`config.mk`:
```
export PLATFORM = sky130hd
export DESIGN_NAME = idu_stage
export DESIGN_NICKNAME = d
export VERILOG_FILES = /design/src/rtl/idu_stage.sv
export SDC_FILE = /design/constraint.sdc
export NUM_CORES = 1
export LEC_CHECK = 0
export CAP_MARGIN = 20
export CORE_MARGIN = 5
export CORE_UTILIZATION = 30
export DETAILED_ROUTE_END_ITERATION = 10
export SYNTH_ARGS = -nofsm -noshare
export SYNTH_HDL_FRONTEND = slang
export SYNTH_SLANG_ARGS = --single-unit
```
`constraint.sdc`:
```
create_clock -name clk -period 6.4 [get_ports clk]
set_clock_uncertainty 0.15 [all_clocks]
set_input_delay 1.28 -clock clk [delete_from_list [all_inputs] [get_ports clk]]
set_output_delay 1.28 -clock clk [all_outputs]
set_load 0.005 [all_outputs]
```
`src/rtl/idu_stage.sv`:
```
// Registered RV64I decode stage: instruction FIFO, head decoder, RAW/WAW scoreboard, decoded-output register.
// Optional macro IDU_MEXT_EN makes the M-extension OP/OP-32 encodings legal.
module idu_stage #(
  parameter int unsigned XLEN       = 64,
  parameter int unsigned IBUF_DEPTH = 4,
  parameter int unsigned NREG       = 32
) (
  input  logic            clk,
  input  logic            rst,
  input  logic            in_valid,
  output logic            in_ready,
  input  logic [31:0]     in_instr,
  input  logic [XLEN-1:0] in_pc,
  input  logic            flush,
  output logic            out_valid,
  input  logic            out_ready,
  output logic [XLEN-1:0] out_pc,
  output logic [4:0]      out_rs1,
  output logic [4:0]      out_rs2,
  output logic [4:0]      out_rd,
  output logic [XLEN-1:0] out_imm,
  output logic            out_rf_we,
  output logic            out_is_load,
  output logic            out_is_store,
  output logic            out_is_branch,
  output logic            out_is_csr,
  output logic            out_illegal,
  input  logic            wb_valid,
  input  logic [4:0]      wb_rd
);
  localparam int unsigned PW = $clog2(IBUF_DEPTH);
  localparam int unsigned CW = PW + 1;
`ifdef IDU_MEXT_EN
  localparam bit MEXT_EN = 1'b1;
`else
  localparam bit MEXT_EN = 1'b0;
`endif

  logic [31:0]     buf_instr_q [IBUF_DEPTH];
  logic [XLEN-1:0] buf_pc_q    [IBUF_DEPTH];
  logic [PW-1:0]   head_q, head_d, tail_q, tail_d;
  logic [CW-1:0]   count_q, count_d;
  logic            in_ready_q, in_ready_d;
  logic [NREG-1:0] busy_q, busy_d;
  logic            out_valid_q, out_valid_d;
  logic [XLEN-1:0] out_pc_q, out_imm_q;
  logic [4:0]      out_rs1_q, out_rs2_q, out_rd_q;
  logic            out_rf_we_q, out_ld_q, out_st_q, out_br_q, out_csr_q, out_ill_q;

  logic [31:0]     hi;
  logic [6:0]      opc, f7;
  logic [2:0]      f3;
  logic [4:0]      d_rs1, d_rs2, d_rd;
  logic [XLEN-1:0] d_imm, imm_i, imm_s, imm_b, imm_u, imm_j;
  logic            d_we, d_ld, d_st, d_br, d_csr, d_ill, use1, use2;
  logic            hazard, enq, issue;

  assign hi    = buf_instr_q[head_q];
  assign opc   = hi[6:0];
  assign f3    = hi[14:12];
  assign f7    = hi[31:25];
  assign d_rd  = hi[11:7];
  assign d_rs1 = hi[19:15];
  assign d_rs2 = hi[24:20];
  assign imm_i = {{(XLEN-12){hi[31]}}, hi[31:20]};
  assign imm_s = {{(XLEN-12){hi[31]}}, hi[31:25], hi[11:7]};
  assign imm_b = {{(XLEN-13){hi[31]}}, hi[31], hi[7], hi[30:25], hi[11:8], 1'b0};
  assign imm_u = {{(XLEN-32){hi[31]}}, hi[31:12], 12'b0};
  assign imm_j = {{(XLEN-21){hi[31]}}, hi[31], hi[19:12], hi[20], hi[30:21], 1'b0};

  // Head decoder; illegal encodings never write, load, store or read sources.
  always_comb begin
    d_imm = '0; d_we = 1'b0; d_ld = 1'b0; d_st = 1'b0; d_br = 1'b0;
    d_csr = 1'b0; d_ill = 1'b0; use1 = 1'b0; use2 = 1'b0;
    case (opc)
      7'b0110111, 7'b0010111: begin d_we = 1'b1; d_imm = imm_u; end
      7'b1101111: begin d_we = 1'b1; d_imm = imm_j; end
      7'b1100111: begin d_we = 1'b1; d_imm = imm_i; use1 = 1'b1; d_ill = (f3 != 3'd0); end
      7'b1100011: begin
        d_br = 1'b1; d_imm = imm_b; use1 = 1'b1; use2 = 1'b1;
        d_ill = (f3 == 3'd2) || (f3 == 3'd3);
      end
      7'b0000011: begin d_ld = 1'b1; d_we = 1'b1; d_imm = imm_i; use1 = 1'b1; d_ill = (f3 == 3'd7); end
      7'b0100011: begin d_st = 1'b1; d_imm = imm_s; use1 = 1'b1; use2 = 1'b1; d_ill = f3[2]; end
      7'b0010011: begin
        d_we = 1'b1; use1 = 1'b1; d_imm = imm_i;
        if (f3 == 3'd1) begin
          d_imm = XLEN'(hi[25:20]); d_ill = (hi[31:26] != 6'b000000);
        end else if (f3 == 3'd5) begin
          d_imm = XLEN'(hi[25:20]);
          d_ill = (hi[31:26] != 6'b000000) && (hi[31:26] != 6'b010000);
        end
      end
      7'b0011011: begin
        d_we = 1'b1; use1 = 1'b1;
        case (f3)
          3'd0:    d_imm = imm_i;
          3'd1:    begin d_imm = XLEN'(hi[24:20]); d_ill = (f7 != 7'b0000000); end
          3'd5:    begin d_imm = XLEN'(hi[24:20]); d_ill = (f7 != 7'b0000000) && (f7 != 7'b0100000); end
          default: d_ill = 1'b1;
        endcase
      end
      7'b0110011: begin
        d_we = 1'b1; use1 = 1'b1; use2 = 1'b1;
        if (f7 == 7'b0100000)      d_ill = !((f3 == 3'd0) || (f3 == 3'd5));
        else if (f7 == 7'b0000001) d_ill = !MEXT_EN;
        else                       d_ill = (f7 != 7'b0000000);
      end
      7'b0111011: begin
        d_we = 1'b1; use1 = 1'b1; use2 = 1'b1;
        if (f7 == 7'b0000000)      d_ill = !((f3 == 3'd0) || (f3 == 3'd1) || (f3 == 3'd5));
        else if (f7 == 7'b0100000) d_ill = !((f3 == 3'd0) || (f3 == 3'd5));
        else if (f7 == 7'b0000001) d_ill = !MEXT_EN || (f3 == 3'd1) || (f3 == 3'd2) || (f3 == 3'd3);
        else                       d_ill = 1'b1;
      end
      7'b1110011: begin
        case (f3)
          3'd0:                begin end
          3'd1, 3'd2, 3'd3:    begin d_csr = 1'b1; d_we = 1'b1; use1 = 1'b1; end
          3'd5, 3'd6, 3'd7:    begin d_csr = 1'b1; d_we = 1'b1; d_imm = XLEN'(hi[19:15]); end
          default:             d_ill = 1'b1;
        endcase
      end
      default: d_ill = 1'b1;
    endcase
    if (d_ill) begin
      d_we = 1'b0; d_ld = 1'b0; d_st = 1'b0; use1 = 1'b0; use2 = 1'b0;
    end
  end

  assign hazard = (use1 && busy_q[d_rs1]) || (use2 && busy_q[d_rs2]) ||
                  (d_we && (d_rd != 5'd0) && busy_q[d_rd]);
  assign enq    = in_valid && in_ready_q && !flush;
  assign issue  = (count_q != '0) && !hazard && (!out_valid_q || out_ready) && !flush;

  // Next-state for pointers, occupancy, scoreboard and output valid.
  always_comb begin
    head_d      = issue ? head_q + PW'(1) : head_q;
    tail_d      = enq ? tail_q + PW'(1) : tail_q;
    count_d     = count_q + CW'(enq) - CW'(issue);
    out_valid_d = issue ? 1'b1 : (out_ready ? 1'b0 : out_valid_q);
    if (flush) begin
      head_d = '0; tail_d = '0; count_d = '0; out_valid_d = 1'b0;
    end
    in_ready_d = (count_d != CW'(IBUF_DEPTH));
    busy_d = busy_q;
    if (wb_valid) busy_d[wb_rd] = 1'b0;
    if (issue && d_we && (d_rd != 5'd0)) busy_d[d_rd] = 1'b1;
    busy_d[0] = 1'b0;
  end

  always_ff @(posedge clk) begin
    if (enq) begin
      buf_instr_q[tail_q] <= in_instr;
      buf_pc_q[tail_q]    <= in_pc;
    end
  end

  always_ff @(posedge clk) begin
    if (rst) begin
      head_q <= '0; tail_q <= '0; count_q <= '0; in_ready_q <= 1'b0; busy_q <= '0;
      out_valid_q <= 1'b0; out_pc_q <= '0; out_imm_q <= '0;
      out_rs1_q <= '0; out_rs2_q <= '0; out_rd_q <= '0;
      out_rf_we_q <= 1'b0; out_ld_q <= 1'b0; out_st_q <= 1'b0;
      out_br_q <= 1'b0; out_csr_q <= 1'b0; out_ill_q <= 1'b0;
    end else begin
      head_q <= head_d; tail_q <= tail_d; count_q <= count_d;
      in_ready_q <= in_ready_d; busy_q <= busy_d; out_valid_q <= out_valid_d;
      if (issue) begin
        out_pc_q <= buf_pc_q[head_q]; out_imm_q <= d_imm;
        out_rs1_q <= d_rs1; out_rs2_q <= d_rs2; out_rd_q <= d_rd;
        out_rf_we_q <= d_we; out_ld_q <= d_ld; out_st_q <= d_st;
        out_br_q <= d_br; out_csr_q <= d_csr; out_ill_q <= d_ill;
      end
    end
  end

  assign in_ready      = in_ready_q;
  assign out_valid     = out_valid_q;
  assign out_pc        = out_pc_q;
  assign out_imm       = out_imm_q;
  assign out_rs1       = out_rs1_q;
  assign out_rs2       = out_rs2_q;
  assign out_rd        = out_rd_q;
  assign out_rf_we     = out_rf_we_q;
  assign out_is_load   = out_ld_q;
  assign out_is_store  = out_st_q;
  assign out_is_branch = out_br_q;
  assign out_is_csr    = out_csr_q;
  assign out_illegal   = out_ill_q;
endmodule

```
### After elaboration in Yosys (flattened, before gate mapping)

Memories as Yosys holds them, arrays and structs flattened. A register that Yosys moved wholly into a read port is not among the register bits.
Index checks and enable logic that the tools add are counted.

| storage, ports and cells | value |
|---|---|
| register bits | 126 |
| RAM bits | 384 |
| input port bits | 107 |
| output and inout bits | 151 |
| logic and storage cells | 149 |
| memories | 2 |

| cells by class | value |
|---|---|
| $add $sub $neg | 4 |
| $lt $le $gt $ge | 6 |
| equal/unequal tests | 23 |
| multiplexer cells | 47 |
| bitwise operators | 3 |
| reductions and logical operators | 47 |

Memory list:

| memory | depth | bits a word | rd ports | clocked after memory_dff | write ports | RTL line | text |
|---|---|---|---|---|---|---|---|
| buf_pc_q | 4 | 64 | 1 | 1 | 1 | 40 | `logic [XLEN-1:0] buf_pc_q [IBUF_DEPTH];` |
| buf_instr_q | 4 | 32 | 1 | 1 | 1 | 39 | `logic [31:0] buf_instr_q [IBUF_DEPTH];` |

Operators by type and width:

| cell | count |
|---|---|
| $pmux 64 s8 | 1 |
| $mux 64 | 2 |
| $pmux 64 s2 | 1 |
| $mux 32 | 2 |
| $eq 7x6->1 const B | 5 |
| $and 32x32->32 | 1 |
| $not 32->32 | 1 |
| $or 32x32->32 | 1 |
| $eq 7x7->1 const B | 4 |
| $mux 1 | 28 |
| $lt 5x6->1 const B | 4 |
| $eq 7x5->1 const B | 3 |
| $bmux 1 s5 | 3 |
| $logic_and 1x1->1 | 15 |
| $demux 1 s5 | 2 |
| $ge 5x1->1 const B | 2 |
| $pmux 1 s10 | 1 |
| $eq 3x3->1 const B | 3 |
| $reduce_or 3->1 | 3 |
| $reduce_or 9->1 | 1 |
| $reduce_or 2->1 | 4 |
| $reduce_or 8->1 | 1 |
| $eq 7x1->1 const B | 1 |
| $eq 7x2->1 const B | 1 |
| other kinds (25) | 40 |

### Depth between registers and ports, before layout

Gate-level depths: netlist (run 1).

| logic depth | value |
|---|---|
| word-level depth | 17 |
| depth in mapped cells | 22 |
| mapped depth without buffers | 17 |

### Worst setup path after synthesis (run 1)

OpenSTA, ideal clock, no wires.

| path | value |
|---|---|
| path type | reg-to-reg |
| from | register with a tool-made name |
| to | register in_ready_q, in the netlist in_ready |
| setup time | 128 ps |
| arrival time | 4281 ps |
| required time | 6122 ps |
| slack | 1841 ps |
| stages on the path, launching flop included | 23 |
| buffers on the path | 5 |
| period minus slack after synthesis | 4559 ps |
| path through | dfxtp_1 -> buf_6 -> buf_12 -> buf_2 -> mux4_2 -> buf_2 -> mux2i_1 -> nand3_1 -> a311oi_1 -> nor4_1 -> a41o_1 -> o21ai_2 -> nand2_1 -> inv_1 -> buf_2 -> ha_1 -> inv_1 -> ha_1 -> inv_1 -> fa_1 -> xnor2_1 -> nor4b_1 -> nor2_1 |

RTL lines:

| item | RTL line | text |
|---|---|---|
| end signal, assigned | 168 | `in_ready_q <= in_ready_d; busy_q <= busy_d; out_valid_q <= out_valid_d;` |
| end, declared | 43 | `logic in_ready_q, in_ready_d;` |

==> flow_summary_export.csv, run 1 <==
group,metric,value,unit
logic_synthesis,ys_ff_latch,543,
setup_path,cp-start-kind,"flip-flop",
logic_synthesis,ys.flop_type,"edfxtp_1",
setup_path,cp_slowest_cell,"mux4_2",
grt,grt_usage,15.3,%
sta,hold_slack,0.311,ns
logic_synthesis,synth_area_per_cell,14.6,um2
setup_path,path_delay_family,"simple AND/OR/NAND/NOR gates",
detailed_routing,routed_wl,62600,um
sta,fmax,0.203,GHz
sta,min_period,4.93,ns
logic_synthesis,synth_area,22100,um2
floorplanning,start_util,30.3,%
sta,rsz0062_at_grt,"no",
sta,worstMarginPinSlew,1.10,ns
logic_synthesis,synth_edf_count,384,
flow_run,drv_cap,0,
detailed_routing,drt_iter0_drc,914,
sta,setup_viol,0,
sta,hold_viol,0,
floorplanning,rows,99,
floorplanning,dieArea,79200,um2
pwr,ir_worst_vdd,0.000216,V
detailed_routing,dr.pass1.iters,5,
logic_synthesis,yosysMostFrequentCell,"edfxtp_1",
logic_synthesis,ys_seq_area_share,66.6,%
pwr,p_per_area,278,nW/um2
detailed_routing,drc,0,
setup_path,cp_data_required_time,6.71,ns
clock_network,clk_path_buf_depth,3,
floorplanning,die_height,281,um
floorplanning,core_area,73000,um2
clock_network,clk_latency,0.61,ns
setup_path,crit_path_end_kind,"flip-flop",
detailed_routing,drt.antenna.violating_nets,0,
logic_synthesis,synth.area.top_cells,"edfxtp_1 52%, dfxtp_1 14%, mux4_2 10%",
setup_path,cp.arrival,5.24,ns
grt,use_met1,19.5,%
finish,drive_above_1_share,15.0,%
setup_path,crit_top_cell,"inv_1",
clock_network,cts_hold_buffers,0,
setup_path,path_cells,"buf_4, mux4_2, or2_2, nor2_1, nand2_1, a2111oi_2, nor4_4, o21ai_4, nand2_1, inv_1, ha_1, inv_1, ha_1, inv_1, fa_1, xnor2_1, nor4b_1, nor2_1",
clock_network,cts_setup_buffers,0,
clock_network,cts_tree,"done",
grt,grt.busiest_layer,"met2",
logic_synthesis,yosys.area.top_type,"edfxtp_1",
hold_path,min_path_type,"flip-flop to flip-flop",
pwr,leakagePower,8.46,nW
clock_network,cts_resized,0,
floorplanning,die_x,281,um
finish,fin_nets,1828,
placed_design,portBuffers,257,
grt,gr-total-overflow,0,
grt,use_met2,26.6,%
logic_synthesis,syn_inst,1512,
placed_design,dp_hpwl,39900,um
placed_design,routabilityCongestion,0.863,
detailed_routing,wl_per_cell,23.0,um
grt,antenna_found_initial,6,
clock_network,htreeDepth,2,
detailed_routing,vias_per_cell,5.12,
logic_synthesis,ys.warnings.count,0,
sta,slew_viol_final,0,
logic_synthesis,synthArstFlopShare,0,%
logic_synthesis,synth_top_area_share,52.2,%
setup_path,crit_path_max_fanout,14,
finish,fillCellCount,6840,
logic_synthesis,synth_cell_types,71,
setup_path,path_buf_inv,4,
run_status,status,"finished clean",
sta,post-route-period-util,77.1,%
detailed_routing,vias,14000,
floorplanning,ios,258,
clock_network,path_clk_slew,0.06,ns
logic_synthesis,synth_common_cells,"384 x edfxtp_1, 159 x dfxtp_1, 139 x a21oi_1",
grt,grt_pass1_wl,92700,um
clock_network,cts_buffers,59,
sta,setup-tns-final,0,ns
logic_synthesis,synth_nets,1626,
sta,relSlewSlack,26.7,%
grt,grtUsageMet3,3.73,%
setup_path,max_stage_delay,0.67,ns
grt,first_global_vias,14500,
finish,synthToLayoutAreaGrowth,24.0,%
setup_path,crit_type,"flip-flop to flip-flop",
clock_network,cts.sinks,543,
clock_network,cts-root-buf,"clkbuf_16",
grt,grt_max_degree,89,
==> state kept, by name (all words and copies together), names as in the netlist, 3 cells and up, named ones only <==
name,flops
buf_pc_q,256
count_q,3
busy_q,31
out_rs2,5
out_pc,64
buf_instr_q,128
out_rd,5
out_imm,32
out_rs1,5
==> worst min-delay path, cell delays in order, from the launching register on <==
cell	delay [ns]
dfxtp_1	0.31
nand2_1	0.05
o21ai_0	0.06
==> cells in the final DEF (no fill, tap or decap), types with 26 or more instances in the layout <==
| master | count |
|---|---|
| a211oi_1 | 27 |
| a21oi_1 | 139 |
| buf_4 | 29 |
| clkbuf_16 | 59 |
| clkdlybuf4s50_1 | 256 |
| dfxtp_1 | 156 |
| edfxtp_1 | 384 |
| mux2i_1 | 39 |
| mux4_2 | 100 |
| nand2_1 | 45 |
| nand3_1 | 92 |
| nor2_1 | 28 |
| nor2b_1 | 26 |
| o21ai_0 | 113 |
==> layer usage <==
layer | up-vias | wire (um)
met4 | 6 | 1040
met2 | 405 | 31500
li1 | 6306 | -
met5 | - | 48
met1 | 7161 | 25900
met3 | 72 | 4100
==> power by group <==
group / switching [mW] / internal (mW)
combinational: 0.217 / 0.176
clock: 1.39 / 2.00
sequential: 0.0238 / 3.81
==> layout make-up <==
| type | count | area (um2) | area share (%) |
|---|---|---|---|
| sequential | 543 | 14700 | 53.8 |
| multi-input combinational | 807 | 6630 | 24.2 |
| timing repair buffer | 287 | 2830 | 10.3 |
| clock buffer | 75 | 1560 | 5.68 |
| tap | 959 | 1200 | 4.38 |
| clock inverter | 36 | 387 | 1.41 |
| inverter | 16 | 60.1 | 0.219 |
| antenna | 3 | 7.51 | 0.0274 |
==> per-stage QoR <==
stage	setup slack [ns]	cell area (um2)	cells	power, mW	util, %
2_1_floorplan	1.84	22100	1512	4.08	-
5_1_grt	1.01	27400	2725	7.89	37.5
4_1_cts	1.46	27300	2721	7.71	37.5
6_report	1.47	27400	2726	7.62	37.5
3_5_place_dp	1.47	25400	2610	4.30	34.8
3_3_place_gp	1.39	25400	2609	4.29	34.8
==> kinds of logic (layout without fill, tap and decap cells) <==
family	Yosys count	count (layout)	synth area share (%)
DFF	543	543	66.6
AOI/OAI and AO/OA	365	365	9.67
and+or+nand+nor	286	286	7.32
buffers and inverters	162	414	3.55
muxes	145	145	12.3
adders and majority gates	7	7	0.430
xor gates and xnor gates	4	4	0.159
other	0	3	0
==> final timing paths <==
path                   start    endpoint  slack [ns]  cells past startpoint
setup / recovery   flip-flop    in_ready        1.47                     18
setup reg to reg   flip-flop    in_ready        1.47                     18
hold / removal    out_imm[0]  out_imm[0]        0.31                      2
hold reg to reg   out_imm[0]  out_imm[0]        0.31                      2
No activity file was read; power rests on OpenSTA's default activity.
==> run 2: changes to the inputs <==
- clock period: 6.4 -> 5.02 ns (I/O delays scaled with it)
==> flow_summary_export.csv, run 2 (synthesis results as in run 1) <==
group,metric,value,unit
run_status,status,"finished clean",
grt,grt_pass1_wl,95100,um
finish,regMostFlops,"buf_pc_q",
setup_path,r2r-end,"in_ready",
clock_network,clk_path_buf_depth,3,
setup_path,crit_path_max_fanout,19,
sta,hold_slack,0.319,ns
sta,post-route-period-util,91.5,%
finish,final_area,27900,um2
setup_path,crit_type,"flip-flop to flip-flop",
setup_path,r2r_setup_slack,0.43,ns
clock_network,cts_hold_buffers,0,
pwr,internal-power,7.96,mW
grt,gr-total-overflow,0,
flow_run,drv_cap,0,
placed_design,pre_cts_ws,0.417,ns
sta,min_period,4.59,ns
finish,ff_latch_area,14700,um2
pwr,leakagePower,8.71,nW
setup_path,crit_path_end_kind,"flip-flop",
hold_path,hp-start,"out_imm[10]",
finish,fin_util,38.3,%
floorplanning,die_x,281,um
hold_path,whs_path_depth,2,
finish,fillCellCount,6750,
clock_network,htreeDepth,2,
sta,setup_viol,0,
clock_network,cts.sinks,543,
floorplanning,dieArea,79200,um2
sta,worstMarginPinSlew,0.894,ns
pwr,ir_worst_vdd,0.000298,V
sta,rsz0062_at_grt,"no",
clock_network,cts_setup_buffers,0,
clock_network,cts-root-buf,"clkbuf_16",
finish,drive_above_1_share,16.8,%
clock_network,path_clk_slew,0.06,ns
placed_design,dp_hpwl,41100,um
floorplanning,die_height,281,um
sta,hold_viol,0,
detailed_routing,drt_iter0_drc,1040,
clock_network,clk_latency,0.61,ns
floorplanning,start_util,30.3,%
setup_path,cp-start-kind,"flip-flop",
floorplanning,ios,258,
setup_path,r2r.worst_path.cells,18,
pwr,p_per_area,361,nW/um2
grt,grt_usage,15.7,%
clock_network,cts_resized,0,
finish,multi_input_area,6630,um2
sta,timing.final.ws_setup,0.428,ns
placed_design,dpl_cell_area,25700,um2
setup_path,cp_data_required_time,5.35,ns
hold_path,holdPathEnd,"out_imm[10]",
sta,setup-tns-final,0,ns
placed_design,routabilityCongestion,0.906,
detailed_routing,routed_wl,63800,um
clock_network,cts_buffers,58,
pwr,power.total,10.1,mW
hold_path,min_path_type,"flip-flop to flip-flop",
sta,slew_viol_final,0,
finish,synthToLayoutAreaGrowth,26.3,%
pwr,p_sw_share,20.9,%
grt,first_global_vias,14500,
setup_path,cp.arrival,4.92,ns
clock_network,cts_tree,"done",
pwr,power.switching,2.11,mW
sta,fmax,0.218,GHz
detailed_routing,vias,14000,
finish,largest_reg_flops,256,
sta,relSlewSlack,40.4,%
placed_design,dp.cells,2638,
detailed_routing,drc,0,
grt,grt_max_degree,117,
pwr,p_clk_share,46.4,%
finish,fin_nets,1855,
grt,antenna_found_initial,9,
placed_design,portBuffers,257,
finish,instances_no_fill,2756,
detailed_routing,drt.antenna.violating_nets,0,
finish,final_cell_mix,"384 x edfxtp_1, 256 x clkdlybuf4s50_1, 156 x dfxtp_1, 139 x a21oi_1, 113 x o21ai_0",
finish,layout_commonest_cell,"edfxtp_1",
detailed_routing,wl_per_cell,23.1,um
pwr,pwr-share-comb,5.1,%
pwr,pwr-share-seq,48.5,%
detailed_routing,dr.pass1.iters,7,
floorplanning,core_area,73000,um2
detailed_routing,vias_per_cell,5.10,
floorplanning,rows,99,
## run 2: changes by cell type in the layout (fill, tap and decap cells not counted), moves of 2 or more
| cell | previous run | this run |
|---|---|---|
| clkinv_1 | 9 | 3 |
| clkinvlp_2 | 0 | 2 |
| buf_12 | 1 | 9 |
| bufinv_16 | 7 | 13 |
| clkbuf_1 | 14 | 9 |
| buf_4 | 29 | 48 |
| clkinv_8 | 2 | 0 |
| diode_2 | 3 | 7 |
## run 2: power groups by stage
stage                     Clock (mW)  Sequential (mW)  Combinational (mW)
after CTS                       4.79             4.89               0.511
after detailed placement           0             4.98               0.509
after global placement             0             4.98               0.501
after global routing            4.99             4.89               0.551
after floorplan                    0             4.98               0.224
final                           4.67             4.89               0.510
## run 2: layer usage
metal	up-vias	GRT usage [%]	part of all wire, %
met4	6	4.22	2.3
li1	6351	-	-
met1	7120	20.8	41
met2	476	25.9	49
met5	-	0	0.053
met3	89	4.08	7.5
## run 2: worst max-delay path by stage
| stage | startpoint | to | slack (ns) | depth (start not counted) |
|---|---|---|---|---|
| finish | flip-flop | in_ready | 0.43 | 18 |
| CTS | flip-flop | in_ready | 0.43 | 18 |
| global route | flip-flop | in_ready | 0.12 | 18 |
| floorplan | flip-flop | in_ready | 0.46 | 22 |
| detailed placement | flip-flop | in_ready | 0.42 | 18 |
| global placement | flip-flop | in_ready | 0.47 | 18 |
## run 2: worst max-delay path: stages, from the launching register on
cell and delay, ns:
dfxtp_2 0.37, buf_12 0.20, mux4_2 0.53, or2_2 0.35, or3_1 0.38, o22a_1 0.24
nor4_1 0.30, a41o_1 0.26, o21ai_4 0.10, nand2_1 0.12, inv_1 0.07, ha_1 0.28
inv_1 0.06, ha_1 0.14, inv_1 0.05, fa_1 0.37, xnor2_1 0.15, nor4b_1 0.24
nor2_1 0.07
## run 2: final cells by class
| type | count | area share, % |
|---|---|---|
| diodes | 7 | 0.0628 |
| clock buffers | 70 | 5.51 |
| clock inverters | 39 | 2.08 |
| inverters | 16 | 0.215 |
| multi-input cells | 807 | 23.8 |
| flip-flops and latches | 543 | 52.8 |
| well taps | 959 | 4.30 |
| repair buffers | 315 | 11.3 |
==> run 3: changes to the inputs <==
--- a/config.mk
+++ b/config.mk
@@ -7,7 +7,10 @@
 export LEC_CHECK = 0
 export CAP_MARGIN = 20
+export CELL_PAD_IN_SITES_DETAIL_PLACEMENT = 0
+export CELL_PAD_IN_SITES_GLOBAL_PLACEMENT = 1
 export CORE_MARGIN = 5
 export CORE_UTILIZATION = 30
 export DETAILED_ROUTE_END_ITERATION = 10
+export PLACE_DENSITY_LB_ADDON = 0.1
 export SYNTH_ARGS = -nofsm -noshare
 export SYNTH_HDL_FRONTEND = slang
==> constraint.sdc (replaced) <==
create_clock -name clk -period 5.02 [get_ports clk]
set_clock_uncertainty 0.15 [all_clocks]
set_input_delay 0.753 -clock clk [delete_from_list [all_inputs] [get_ports clk]]
set_output_delay 0.753 -clock clk [all_outputs]
set_load 0.005 [all_outputs]
==> flow_summary_export.csv, run 3 (synthesis results as in run 1) <==
group,metric,value,unit
floorplanning,die_x,281,um
sta,rsz0062_at_grt,"no",
setup_path,crit_type,"flip-flop to flip-flop",
detailed_routing,routed_wl,69100,um
finish,fin_util,37.9,%
sta,timing.final.ws_setup,0.377,ns
finish,drive_above_1_share,15.9,%
sta,worstMarginPinSlew,0.938,ns
setup_path,cp_slowest_cell,"mux4_2",
setup_path,path_delay_family,"multiplexers",
floorplanning,start_util,30.3,%
placed_design,pre_cts_ws,0.214,ns
sta,setup-tns-final,0,ns
floorplanning,core_area,73000,um2
placed_design,dp_hpwl,44000,um
grt,grt.busiest_layer,"met2",
sta,relSlewSlack,37.4,%
sta,fmax,0.215,GHz
pwr,p_per_area,354,nW/um2
floorplanning,rows,99,
clock_network,htreeDepth,2,
setup_path,crit_top_cell,"inv_1",
placed_design,dpl_cell_area,25700,um2
clock_network,path_clk_slew,0.06,ns
setup_path,path_buf_inv,4,
finish,final_cell_mix,"384 x edfxtp_1, 256 x clkdlybuf4s50_1, 156 x dfxtp_1, 139 x a21oi_1, 113 x o21ai_0",
grt,gr-total-overflow,0,
setup_path,cp_data_required_time,5.39,ns
grt,use_met2,27.2,%
grt,use_met1,23.3,%
sta,min_period,4.64,ns
detailed_routing,wl_per_cell,25.1,um
grt,antenna_found_initial,12,
sta,hold_viol,0,
finish,largest_reg_flops,256,
clock_network,cts_hold_buffers,0,
run_status,status,"finished clean",
placed_design,portBuffers,257,
detailed_routing,drc,0,
grt,first_global_vias,14400,
flow_run,drv_cap,0,
floorplanning,die_height,281,um
setup_path,max_stage_delay,0.70,ns
setup_path,crit_path_max_fanout,14,
setup_path,cp-start-kind,"flip-flop",
finish,regMostFlops,"buf_pc_q",
setup_path,crit_path_end_kind,"flip-flop",
clock_network,cts_tree,"done",
clock_network,clk_latency,0.65,ns
pwr,leakagePower,8.58,nW
clock_network,cts_buffers,61,
sta,setup_viol,0,
sta,slew_viol_final,0,
finish,layout_commonest_cell,"edfxtp_1",
grt,grtUsageMet3,3.57,%
clock_network,cts_resized,0,
clock_network,cts-root-buf,"clkbuf_16",
finish,synthToLayoutAreaGrowth,25.2,%
floorplanning,ios,258,
grt,grt_max_degree,117,
setup_path,cp.arrival,5.01,ns
detailed_routing,vias,14100,
finish,fin_nets,1847,
finish,final_area,27700,um2
clock_network,cts_setup_buffers,0,
placed_design,routabilityCongestion,0.799,
floorplanning,dieArea,79200,um2
detailed_routing,dr.pass1.iters,7,
grt,grt_usage,16.9,%
pwr,power.total,9.81,mW
setup_path,r2r_setup_slack,0.38,ns
hold_path,min_path_type,"flip-flop to flip-flop",
sta,post-route-period-util,92.5,%
detailed_routing,drt_iter0_drc,958,
finish,fillCellCount,6885,
setup_path,path_cells,"buf_4, mux4_2, mux4_2, mux2i_1, a22o_1, nor4_1, a41o_1, o21ai_4, nand2_1, inv_1, ha_1, inv_1, ha_1, inv_1, fa_1, xnor2_1, nor4b_1, nor2_1",
grt,grt_pass1_wl,100000,um
pwr,ir_worst_vdd,0.000320,V
clock_network,clk_path_buf_depth,3,
detailed_routing,drt.antenna.violating_nets,0,
clock_network,cts.sinks,543,
detailed_routing,vias_per_cell,5.13,
-- run 3: cell count changes in the layout (fill, tap and decap cells not counted), moves of 5 or more --
cell and change:
clkbuf_8 +6, clkinv_2 -5, bufinv_16 -10, clkbuf_1 +10
buf_4 -9
-- run 3: path summary, 6_finish.rpt --
check / start / endpoint / cells after the start
hold / removal: out_is_load / out_is_load / 2
setup reg to reg: flip-flop / in_ready / 18
hold reg to reg: out_is_load / out_is_load / 2
setup / recovery: flip-flop / in_ready / 18
-- run 3: layout make-up --
type | count | area, um2 | share of cell area (%)
sequential | 543 | 14700 | 53.2
multi-input combinational | 807 | 6630 | 24.0
timing repair buffer | 304 | 3040 | 11.0
clock buffer | 89 | 1730 | 6.26
tap | 959 | 1200 | 4.34
clock inverter | 25 | 263 | 0.950
inverter | 16 | 60.1 | 0.217
antenna | 7 | 17.5 | 0.0633
-- run 3: layer usage --
layer  part of all wire, %  vias to the layer above
li1                      -                     6330
met1                    45                     7309
met2                    48                      367
met3                   5.2                       89
met4                   2.1                        8
met5                 0.094                        -
-- run 3: report_power, final --
part           internal [mW]  switching (mW)
combinational          0.231           0.280
sequential              4.86          0.0321
clock                   2.55            1.85
total                   7.64            2.16
-- run 3: worst reg2reg max path, delay by kind of cell, from the launching register on --
family	cells	cell delay, ns
AOI/OAI and AO/OA	3	0.67
buffers and inverters	4	0.47
xor gates and xnor gates	1	0.15
and+or+nand+nor	4	0.48
DFF	1	0.51
muxes	3	1.37
adders and majority gates	3	0.74
-- run 3: through the flow --
stage | cells | hold slack [ns]
after floorplan | 1512 | 0.302
after global placement | 2629 | 0.307
after detailed placement | 2629 | 0.304
after CTS | 2743 | 0.312
after global routing | 2747 | 0.341
final | 2750 | 0.309
